**src/rtl/pc_pkg.sv**
```systemverilog
// rtl/pc_pkg.sv - shared vectors, step and next-PC source encoding for the fetch sequencer
package pc_pkg;

    localparam int          DEF_STEP         = 4;
    localparam logic [31:0] DEF_RESET_VECTOR = 32'h0000_0000;
    localparam logic [31:0] DEF_TRAP_VECTOR  = 32'h0000_0080;

    typedef enum logic [2:0] {
        SRC_TRAP,
        SRC_REDIR,
        SRC_RET,
        SRC_HOLD,
        SRC_SEQ
    } pc_src_e;

endpackage

```
**src/rtl/ras_stack.sv**
```systemverilog
// rtl/ras_stack.sv - circular return-address LIFO; a push when full overwrites the oldest entry
module ras_stack #(
    parameter int W     = 32,
    parameter int DEPTH = 8,
    localparam int PW   = $clog2(DEPTH),
    localparam int CW   = PW + 1
) (
    input  logic          clk,
    input  logic          rst,
    input  logic          clear,
    input  logic          push,
    input  logic          pop,
    input  logic [W-1:0]  din,
    output logic [W-1:0]  dout,
    output logic [CW-1:0] count
);

    logic [W-1:0]  r_mem [DEPTH];
    logic [PW-1:0] r_ptr;
    logic [CW-1:0] r_count;
    logic [PW-1:0] w_top_idx;

    // r_ptr is the next write slot, so the top of stack sits one below it
    assign w_top_idx = r_ptr - 1'b1;
    assign dout      = r_mem[w_top_idx];
    assign count     = r_count;

    always_ff @(posedge clk or posedge rst) begin
        if (rst) begin
            r_ptr   <= '0;
            r_count <= '0;
        end else if (clear) begin
            r_ptr   <= '0;
            r_count <= '0;
        end else if (push) begin
            r_ptr <= r_ptr + 1'b1;
            if (r_count != CW'(DEPTH))
                r_count <= r_count + 1'b1;
        end else if (pop && (r_count != '0)) begin
            r_ptr   <= r_ptr - 1'b1;
            r_count <= r_count - 1'b1;
        end
    end

    always_ff @(posedge clk) begin
        if (push && !clear)
            r_mem[r_ptr] <= din;
    end

endmodule

```
**src/rtl/pc_sequencer.sv**
```systemverilog
// rtl/pc_sequencer.sv - fetch program counter with trap/redirect/return priority mux and RAS
module pc_sequencer
    import pc_pkg::*;
#(
    parameter int              ADDR_W       = 32,
    parameter int              STEP         = DEF_STEP,
    parameter int              RAS_DEPTH    = 8,
    parameter logic [ADDR_W-1:0] RESET_VECTOR = ADDR_W'(DEF_RESET_VECTOR),
    parameter logic [ADDR_W-1:0] TRAP_VECTOR  = ADDR_W'(DEF_TRAP_VECTOR),
    localparam int             CW           = $clog2(RAS_DEPTH) + 1
) (
    input  logic              clockin,
    input  logic              reset,
    input  logic              stall,
    input  logic              trap,
    input  logic              redirect_valid,
    input  logic              redirect_call,
    input  logic [ADDR_W-1:0] redirect_target,
    input  logic              ret_valid,
    output logic [ADDR_W-1:0] pc,
    output logic              pc_valid,
    output logic [CW-1:0]     ras_count,
    output logic              ras_underflow
);

    localparam logic [ADDR_W-1:0] ALIGN_MASK = {ADDR_W{1'b1}} << $clog2(STEP);
    localparam logic [ADDR_W-1:0] STEP_W     = ADDR_W'(STEP);

    logic [ADDR_W-1:0] r_pc;
    logic              r_pc_valid;
    logic              r_underflow;

    pc_src_e           w_src;
    logic [ADDR_W-1:0] w_next_pc;
    logic [ADDR_W-1:0] w_ras_dout;
    logic [CW-1:0]     w_ras_count;
    logic              w_ras_empty;
    logic              w_push;
    logic              w_pop;
    logic              w_clear;

    assign w_ras_empty = (w_ras_count == '0);

    // Until pc_valid is up every request is ignored and pc holds at the reset vector
    always_comb begin
        w_src = SRC_SEQ;
        if (!r_pc_valid)
            w_src = SRC_HOLD;
        else if (trap)
            w_src = SRC_TRAP;
        else if (redirect_valid)
            w_src = SRC_REDIR;
        else if (ret_valid && !stall)
            w_src = SRC_RET;
        else if (stall)
            w_src = SRC_HOLD;
    end

    assign w_clear = (w_src == SRC_TRAP);
    assign w_push  = (w_src == SRC_REDIR) && redirect_call && !stall;
    assign w_pop   = (w_src == SRC_RET) && !w_ras_empty;

    always_comb begin
        w_next_pc = r_pc;
        case (w_src)
            SRC_TRAP:  w_next_pc = TRAP_VECTOR;
            SRC_REDIR: w_next_pc = redirect_target & ALIGN_MASK;
            SRC_RET:   w_next_pc = w_ras_empty ? TRAP_VECTOR : (w_ras_dout & ALIGN_MASK);
            SRC_HOLD:  w_next_pc = r_pc;
            SRC_SEQ:   w_next_pc = r_pc + STEP_W;
            default:   w_next_pc = r_pc;
        endcase
    end

    always_ff @(posedge clockin or posedge reset) begin
        if (reset) begin
            r_pc        <= RESET_VECTOR;
            r_pc_valid  <= 1'b0;
            r_underflow <= 1'b0;
        end else begin
            r_pc        <= w_next_pc;
            r_pc_valid  <= 1'b1;
            r_underflow <= (w_src == SRC_RET) && w_ras_empty;
        end
    end

    ras_stack #(
        .W     (ADDR_W),
        .DEPTH (RAS_DEPTH)
    ) u_ras (
        .clk   (clockin),
        .rst   (reset),
        .clear (w_clear),
        .push  (w_push),
        .pop   (w_pop),
        .din   (r_pc + STEP_W),
        .dout  (w_ras_dout),
        .count (w_ras_count)
    );

    assign pc            = r_pc;
    assign pc_valid      = r_pc_valid;
    assign ras_count     = w_ras_count;
    assign ras_underflow = r_underflow;

endmodule

```
**config.mk**
```make
export PLATFORM = sky130hd
export DESIGN_NAME = pc_sequencer
export DESIGN_NICKNAME = d
export VERILOG_FILES = /design/src/rtl/pc_pkg.sv /design/src/rtl/ras_stack.sv /design/src/rtl/pc_sequencer.sv
export SDC_FILE = /design/constraint.sdc
export NUM_CORES = 1
export LEC_CHECK = 0
export CAP_MARGIN = 40
export CORE_MARGIN = 5
export CORE_UTILIZATION = 53
export CTS_CLUSTER_DIAMETER = 30
export DETAILED_ROUTE_END_ITERATION = 16
export HOLD_SLACK_MARGIN = 0.05
export PLACE_DENSITY = 0.73
export SLEW_MARGIN = 5
export SYNTH_ARGS = -nofsm -noshare
export SYNTH_HDL_FRONTEND = slang
export SYNTH_SLANG_ARGS = --single-unit
```
**constraint.sdc**
```tcl
create_clock -name clockin -period 3.7 [get_ports clockin]
set_input_delay 0.74 -clock clockin [delete_from_list [all_inputs] [get_ports clockin]]
set_output_delay 0.74 -clock clockin [all_outputs]
set_load 0.05 [all_outputs]
```
Word-level counts from Yosys, hierarchy flattened
Memory sizes are Yosys's and may differ from the RTL's. Cells that the tools add are included.

Add/subtract/negate cells: 5. Multiply operators: 0. Divide/modulo/power cells: 0. Magnitude comparators: 0. Equal/unequal tests: 5. Shifts and indexed selects: 0. Multiplexer cells: 16. Bitwise logic cells: 0. Reduce and logical (&&, ||, !) cells: 16.

Operator list (count): $pmux 32 s4 (1); $add 32x3->32 const B (1); $mux 32 (1); $mux 3 (8); $mux 4 (4); $reduce_bool 4->1 (2); $logic_and 1x1->1 (7); $add 4x1->4 const B (1); $logic_not 4->1 (1); $ne 4x4->1 const B (1); $sub 4x1->4 const B (1); $add 3x1->3 const B (1); $eq 3x1->1 const B (1); $eq 3x2->1 const B (1); $eq 3x3->1 const B (1); $logic_not 1->1 (3); $logic_not 3->1 (1); $ne 3x2->1 const B (1); $reduce_bool 3->1 (1); $sub 3x1->3 const B (1); $mux 1 (2); $reduce_and 2->1 (1).

Register bits: 41. Latch bits: 0. Memory bits (writable): 256. Bits in read-only memories: 0. Input bits: 39. Output and inout bits: 38. Word-level logic and storage cells: 48. Memories kept: 1.

Memories: u_ras.r_mem (words 8, width 32, read ports 1, clocked after memory_dff 0, write ports 1, line ras_stack.sv:18) `logic [W-1:0] r_mem [DEPTH];`.

Longest topological paths before layout
Gate-level depths: netlist of the first run.

Depth in word-level cells: 12. Depth in mapped cells: 11. Gate-level depth less buffers: 8.

Cells and area by module
From an unflattened synthesis of the first run, not the netlist that was laid out.

Cell total of the unflattened synthesis: 656. Area total of the unflattened synthesis: 12309.3 um2.

By module, submodules not included: ras_stack (times used 1, cells each 439, area an instance 10142.2 um2); pc_sequencer (times used 1, cells each 217, area an instance 2167.1 um2).

Least setup slack after synthesis of the first run
Ideal clock, no wire load.

Kind: input to register. Start: input port trap. End: memory u_ras.r_mem[0][10] (enable). Library setup time: 0.455 ns. Arrival: 3.578 ns. Data required time: 3.245 ns. Path slack: -0.332 ns. Stages on the path: 5. Path through: buf_6 nand2b_4 nor3_4 nand2_1 nor3_1.

Longest elaborated chain between the ends: 8. Elaborated cells on any way between the ends: 10.

RTL lines: start, declared (line pc_sequencer.sv:15) `input logic trap,`; $mux 3 (*) (line pc_sequencer.sv:49) `else if (trap)`; $mux 3 (*) (line pc_sequencer.sv:47) `if (!r_pc_valid)`; $eq 3x1->1 (line pc_sequencer.sv:60) `assign w_push = (w_src == SRC_REDIR) && redirect_call && !stall;`; $logic_and 1x1->1 (2 in series) (line pc_sequencer.sv:60); $logic_and 1x1->1 (*) (line ras_stack.sv:46) `if (push && !clear)`; $mux 1 (*) (line ras_stack.sv:46); $mux 1 (implied by the code) (*) (line ras_stack.sv:47) `r_mem[r_ptr] <= din;`; end, declared (line ras_stack.sv:18).

Every way passes the cells marked *; elsewhere a longest branch is shown, timed or not.

Worst setup path after layout of the first run
Start: register r_pc_valid (netlist: pc_valid). End: output port pc_valid.

RTL lines: start, declared (line pc_sequencer.sv:30) `logic r_pc_valid;`; start signal, assigned (line pc_sequencer.sv:78) `r_pc_valid <= 1'b0;`; start signal, assigned (line pc_sequencer.sv:82) `r_pc_valid <= 1'b1;`; end, declared (line pc_sequencer.sv:21) `output logic pc_valid,`.

No word-level cell between the ends.

==> metrics, run 1 <==
design area=14600 um^2; sequence of cells on the critical path=clkdlybuf4s50_1; setup TNS=0 ns; initial DRC count=602; CP bufs+invs=1; DRT antenna net count=0; CTS tree=yes; Mapped Area=11800 um^2; EDFF count, synth=240; fin. max-slew vios=0; CTS H-tree depth=2; Tot GR Track Use=between 20% and 30%; share of cells above drive strength 1=23.8%; Final period util=between 70% and 80%; Layout Nets=approximately 820; Worst slew margin=47.6%; DRT Pass-1 Iters=5; Tightest Pin Transition=0.781 ns; CTS buffer count=48; Initial Utilization=53.9%; die area=25300 um^2; CP arrival=about 2.2 ns; number of distinct library cells after synthesis=57; CORE AREA=21800 um^2; flops & latches, synth=279; placement-stage cell area=13000 um^2; Bufs on Longest Clock Path=3; CP top delay family=buffers and inverters; critical path class=register to output port; Layout area overhead=24.2%; placed cells=about 1k; TritonCTS Sinks=279; std cell rows=54; DRC Markers=0; Max stage delay on crit path=0.93 ns; vias in the first global route=7160; initial antenna violation count=0; via count=between 6k and 7k; total power per unit cell area=617 nW/um^2; Max-cap violations=0; global route overflow=0; Ports=77; first-pass GRT wire length=42200 um; Die Wd=between 150 and 200 um; Crit Path Max Fanout=16; # diodes=0; async set-reset flop share out of synthesis=14.0%; Max Fclk=343 MHz; crit path capture type=output port; RSZ-0062 raised after global routing=no; syn avg cell area=17.8 um^2; clk_lat worst skew=0.53 ns; Post-DP HPWL=15800 um; global placement routability congestion=between 0.8 and 0.9; clock root buffer=clkbuf_16; WL/cell=roughly 25 um; clk slew on worst S/H paths=roughly 0.05 ns; chip height=roughly 160 um; Final Hold Viols=0; Synth top area share=61.3%; Worst Hold Class=register to register; Pwr Total=9020 uW; FILL cells=1414; Reg area=8190 um^2; Post-synth top flop=edfxtp_1; Period minus WS final=2.92 ns; Worst Path Required=2.96 ns; Layout Cells excl Fill=roughly 1.1k; maximum VDD drop=~0.00044 V; Final Skew=0.0178 ns; top post-synthesis cells by area=edfxtp_1 61%, mux4_2 11%, dfrtp_1 8.3%, mux2i_1 2.6%, xnor2_1 1.7%; via-per-instance ratio=6.26; cts hold-fix bufs=0; LEAKAGE=0.00520 uW; Setup Buffers After CTS=0; Post-Route WL=27400 um; yosys warns=0; outcome=completed; largest net degree at the start of global routing=31; Port Buffers=72; Mapped Cells=661; Finished Core Util=between 60 and 70%; post-synth top area cell=edfxtp_1; Startpoint Class=register; Multi-input gate area=3410 um^2; Slowest-stage cell, CP=clkdlybuf4s50_1; Setup-failing EPs final=0; post-cts resize count=0; register area share after synthesis=69.6%
==> report_power, final <==
| part | total (uW) | leakage, uW | switching (uW) | internal (uW) |
|---|---|---|---|---|
| Sequential | 3630 | 0.00272 | 108 | 3520 |
| Clock | 4350 | 0.000783 | 1530 | 2820 |
| Combinational | 1040 | 0.00170 | 599 | 443 |
| Total | 9020 | 0.00520 | 2240 | 6780 |
==> layer usage <==
| metal | GRT usage, % | part of all wire, % |
|---|---|---|
| met3 | 3.91 | 6.7 |
| met5 | 0 | 0 |
| met4 | 7.33 | 2.6 |
| met1 | 28.6 | 39 |
| met2 | 36.0 | 51 |
==> synth_stat cells (5+ instances only) <==
cell,number
buf_4,8
mux2i_1,30
a21o_1,17
a22oi_1,17
o21ai_0,29
nand4_1,11
nor2_1,23
nand3_1,11
mux4_2,60
ha_1,5
nand2_1,18
edfxtp_1,240
and3_1,7
buf_2,12
xnor2_1,23
inv_1,14
a32oi_1,6
dfrtp_1,39
clkbuf_1,12
a21oi_1,11
==> final timing paths <==
path,slack (ns),depth (start not counted),from,to
min in group asynchronous,0.68,2,reset,pc[22]
setup reg to reg,0.81,8,u_ras.r_ptr[0],pc[6]
hold reg to reg,0.55,1,u_ras.count[3],u_ras.count[3]
max in group asynchronous,2.31,3,reset,pc[21]
setup / recovery,0.78,1,pc_valid,pc_valid
hold / removal,0.55,1,u_ras.count[3],u_ras.count[3]
==> flip-flops by register name (all words and copies together), names as in the netlist <==
signal / cells
u_ras.r_mem: 240
pc: 30
u_ras.count: 4
u_ras.r_ptr: 3
pc_valid: 1
ras_underflow: 1
==> stage by stage <==
stage | hold WS (ns) | worst slack [ns]
floorplan | 0.633 | 0.473
global placement | 0.529 | 0.521
detailed placement | 0.530 | 0.400
CTS | 0.542 | 0.769
global route | 0.576 | 0.607
finish | 0.549 | 0.783
==> cell type report <==
cell class | count | area share (%)
Clock buffer | 52 | 8.54
Timing Repair Buffer | 93 | 6.78
Multi-Input combinational cell | 334 | 23.3
Sequential cell | 279 | 56.0
Inverter | 15 | 0.385
Tap cell | 280 | 2.40
Clock inverter | 35 | 2.54
==> cells in the final DEF (no fill, tap or decap), types with 3 or more instances in the layout <==
cell type | synthesis | routed
nor2_2 | 0 | 7
and3_1 | 7 | 7
mux2i_1 | 30 | 30
inv_6 | 0 | 4
o211ai_1 | 3 | 3
and4_1 | 4 | 4
o22ai_1 | 4 | 4
and2_1 | 3 | 3
clkbuf_16 | 0 | 49
a211o_1 | 4 | 4
nand2_1 | 18 | 18
a21oi_1 | 11 | 11
xnor2_2 | 4 | 4
bufinv_16 | 0 | 5
inv_8 | 0 | 5
edfxtp_1 | 240 | 240
clkinv_2 | 0 | 7
ha_1 | 5 | 4
inv_1 | 14 | 13
xor2_1 | 4 | 3
a22oi_1 | 17 | 17
xnor2_1 | 23 | 23
clkinv_4 | 0 | 4
buf_12 | 0 | 9
nor2_1 | 23 | 16
conb_1 | 2 | 3
a221oi_1 | 3 | 3
nand4_1 | 11 | 11
clkinv_1 | 0 | 4
nand3_1 | 11 | 11
dfrtp_1 | 39 | 38
mux4_2 | 60 | 60
o21ai_0 | 29 | 29
a21o_1 | 17 | 17
nor3_4 | 1 | 3
a32oi_1 | 6 | 6
buf_4 | 8 | 12
clkinvlp_4 | 0 | 6
clkdlybuf4s50_1 | 0 | 72
==> cells by family after synthesis <==
| group | synth area share (%) |
|---|---|
| flip-flops | 69.6 |
| AO/OA/AOI/OAI | 6.25 |
| AND/OR/NAND/NOR | 4.87 |
| multiplexers | 14.1 |
| buffers and inverters | 2.02 |
| XOR/XNOR | 2.56 |
| adder cells (fa/ha/maj) | 0.532 |
| other | 0.0638 |
No activity file was read; power rests on OpenSTA's default activity.
==> inputs of run 2 (changes only) <==
--- a/config.mk
+++ b/config.mk
@@ -7,11 +7,11 @@
 export LEC_CHECK = 0
 export CAP_MARGIN = 40
 export CORE_MARGIN = 5
-export CORE_UTILIZATION = 53
+export CORE_UTILIZATION = 59
 export CTS_CLUSTER_DIAMETER = 30
 export DETAILED_ROUTE_END_ITERATION = 16
 export HOLD_SLACK_MARGIN = 0.05
-export PLACE_DENSITY = 0.73
+export PLACE_DENSITY = 0.77
 export SLEW_MARGIN = 5
 export SYNTH_ARGS = -nofsm -noshare
 export SYNTH_HDL_FRONTEND = slang
==> constraint.sdc (replaced) <==
create_clock -name clockin -period 2.8 [get_ports clockin]
set_input_delay 0.56 -clock clockin [delete_from_list [all_inputs] [get_ports clockin]]
set_output_delay 0.56 -clock clockin [all_outputs]
set_load 0.05 [all_outputs]
==> run 2 against run 1 <==
  * Global-route usage rose by 4.7 points
  * Sequential power up 31%
  * Utilization rose by 9.4 points
  * Cell area grew 2.0%
  * Clock-buffer cell count is 6 lower
  * Register-to-register slack got worse by 0.47 ns
  * Power is 31% higher
  * Cell count increased by 1.3%
  * Hold slack worse by 0.28 ns
  * Critical endpoint unchanged
  * Highest routed layer unchanged
==> metrics, run 2 (synthesis gave the netlist of run 1 again) <==
via-per-instance ratio=6.38; global placement routability congestion=about 0.8; sequence of cells on the critical path=clkdlybuf4s50_1; Layout area overhead=26.8%; Setup-failing EPs final=0; DRC Markers=0; crit path capture type=output port; CORE AREA=19500 um^2; DRT antenna net count=0; initial antenna violation count=0; FILL cells=1069; register with the most flip-flops=u_ras.r_mem; maximum VDD drop=just over 0.0006 V; CP top delay family=buffers and inverters; Crit Path Max Fanout=16; total power per unit cell area=794 nW/um^2; DRT Pass-1 Iters=5; LEAKAGE=0.00537 uW; Post-Route WL=roughly 29000 um; outcome=completed; clk_lat worst skew=0.54 ns; Tightest Pin Transition=0.784 ns; WL/cell=26.2 um; clock root buffer=clkbuf_16; placed cells=a little over 1k; Worst R2R Path Depth=8; RSZ-0062 raised after global routing=no; Max Fclk=365 MHz; commonest non-fill, non-tap cell in the layout=edfxtp_1; Slowest-stage cell, CP=clkdlybuf4s50_1; Port Buffers=72; global route overflow=0; cts hold-fix bufs=0; Final Skew=0.0225 ns; # diodes=0; Startpoint Class=register; Initial Utilization=60.2%; Worst Hold Class=input port to asynchronous set/reset pin; Multi-input gate area=3440 um^2; Reg area=between 8000 and 9000 um^2; chip height=~150 um; R2R Path Start=u_ras.r_ptr[1]; most frequent cells in the layout=240 x edfxtp_1, 72 x clkdlybuf4s50_1, 60 x mux4_2; std cell rows=51; Tot GR Track Use=26.1%; Layout Cells excl Fill=1102; CP arrival=2.18 ns; Worst slew margin=a little under half; TritonCTS Sinks=279; clk slew on worst S/H paths=0.05 ns; Max-cap violations=0; first-pass GRT wire length=44100 um; Max stage delay on crit path=approximately 0.94 ns; Worst Path Required=about 2.2 ns; post-cts resize count=0; Bufs on Longest Clock Path=3; Die Wd=151 um; CTS H-tree depth=2; max FFs per register=240; Pwr Total=11800 uW; fin. max-slew vios=0; critical path class=register to output port; Final Hold Viols=0; share of cells above drive strength 1=26.6%; setup TNS=0 ns; Period minus WS final=2.74 ns; FF-to-FF End=pc[7]; CTS buffer count=44; CTS tree=yes; CP bufs+invs=1; Setup Buffers After CTS=0; Final period util=approximately 98%; Ports=77; r2r setup slk=0.34 ns; vias in the first global route=7433; Layout Nets=845; initial DRC count=~550; Post-DP HPWL=16500 um; via count=7033; die area=around 23000 um^2; largest net degree at the start of global routing=65
-- run 2: worst max-delay path by stage --
stage | from | end | slack [ns] | depth (start not counted)
global placement | trap | u_ras.r_mem[1][20] | 0.17 | 7
finish | pc_valid | pc_valid | 0.06 | 1
global route | pc_valid | pc_valid | 0.005 | 1
floorplan | pc_valid | u_ras.r_mem[5][10] | -0.25 | 4
detailed placement | trap | u_ras.count[3] | 0.12 | 9
CTS | pc_valid | pc_valid | 0.06 | 1
-- run 2: cell type report --
type                            count  area share (%)
Inverter                           15           0.378
Sequential cell                   279            54.9
Multi-Input combinational cell    334            23.1
Timing Repair Buffer              127            9.08
Tap cell                          265            2.22
Clock buffer                       46            7.50
Clock inverter                     36            2.85
-- run 2: through the flow --
step	instance area, um^2	setup WS (ns)	hold WS, ns	utilization (%)
finish	14900	0.0638	0.273	76.4
CTS	14900	0.0595	0.256	76.4
global placement	13300	0.170	0.527	68.3
detailed placement	13400	0.123	0.542	68.5
floorplan	11800	-0.251	0.633	-
global route	14900	0.00510	0.280	76.4
-- run 2: per-layer routing --
metal  up-vias  GRT usage (%)  wire length (um)
met5         -              0                 0
met4         0           9.75               981
met3        73           5.15              2100
met2       350           44.4             15000
met1      3625           33.8             10700
li1       2985              -                 -
-- run 2: where the power goes --
part,total (uW),internal (uW),switching (uW)
Sequential,4760,4640,120
Clock,5570,3470,2100
Combinational,1500,642,860
Total,11800,8760,3080
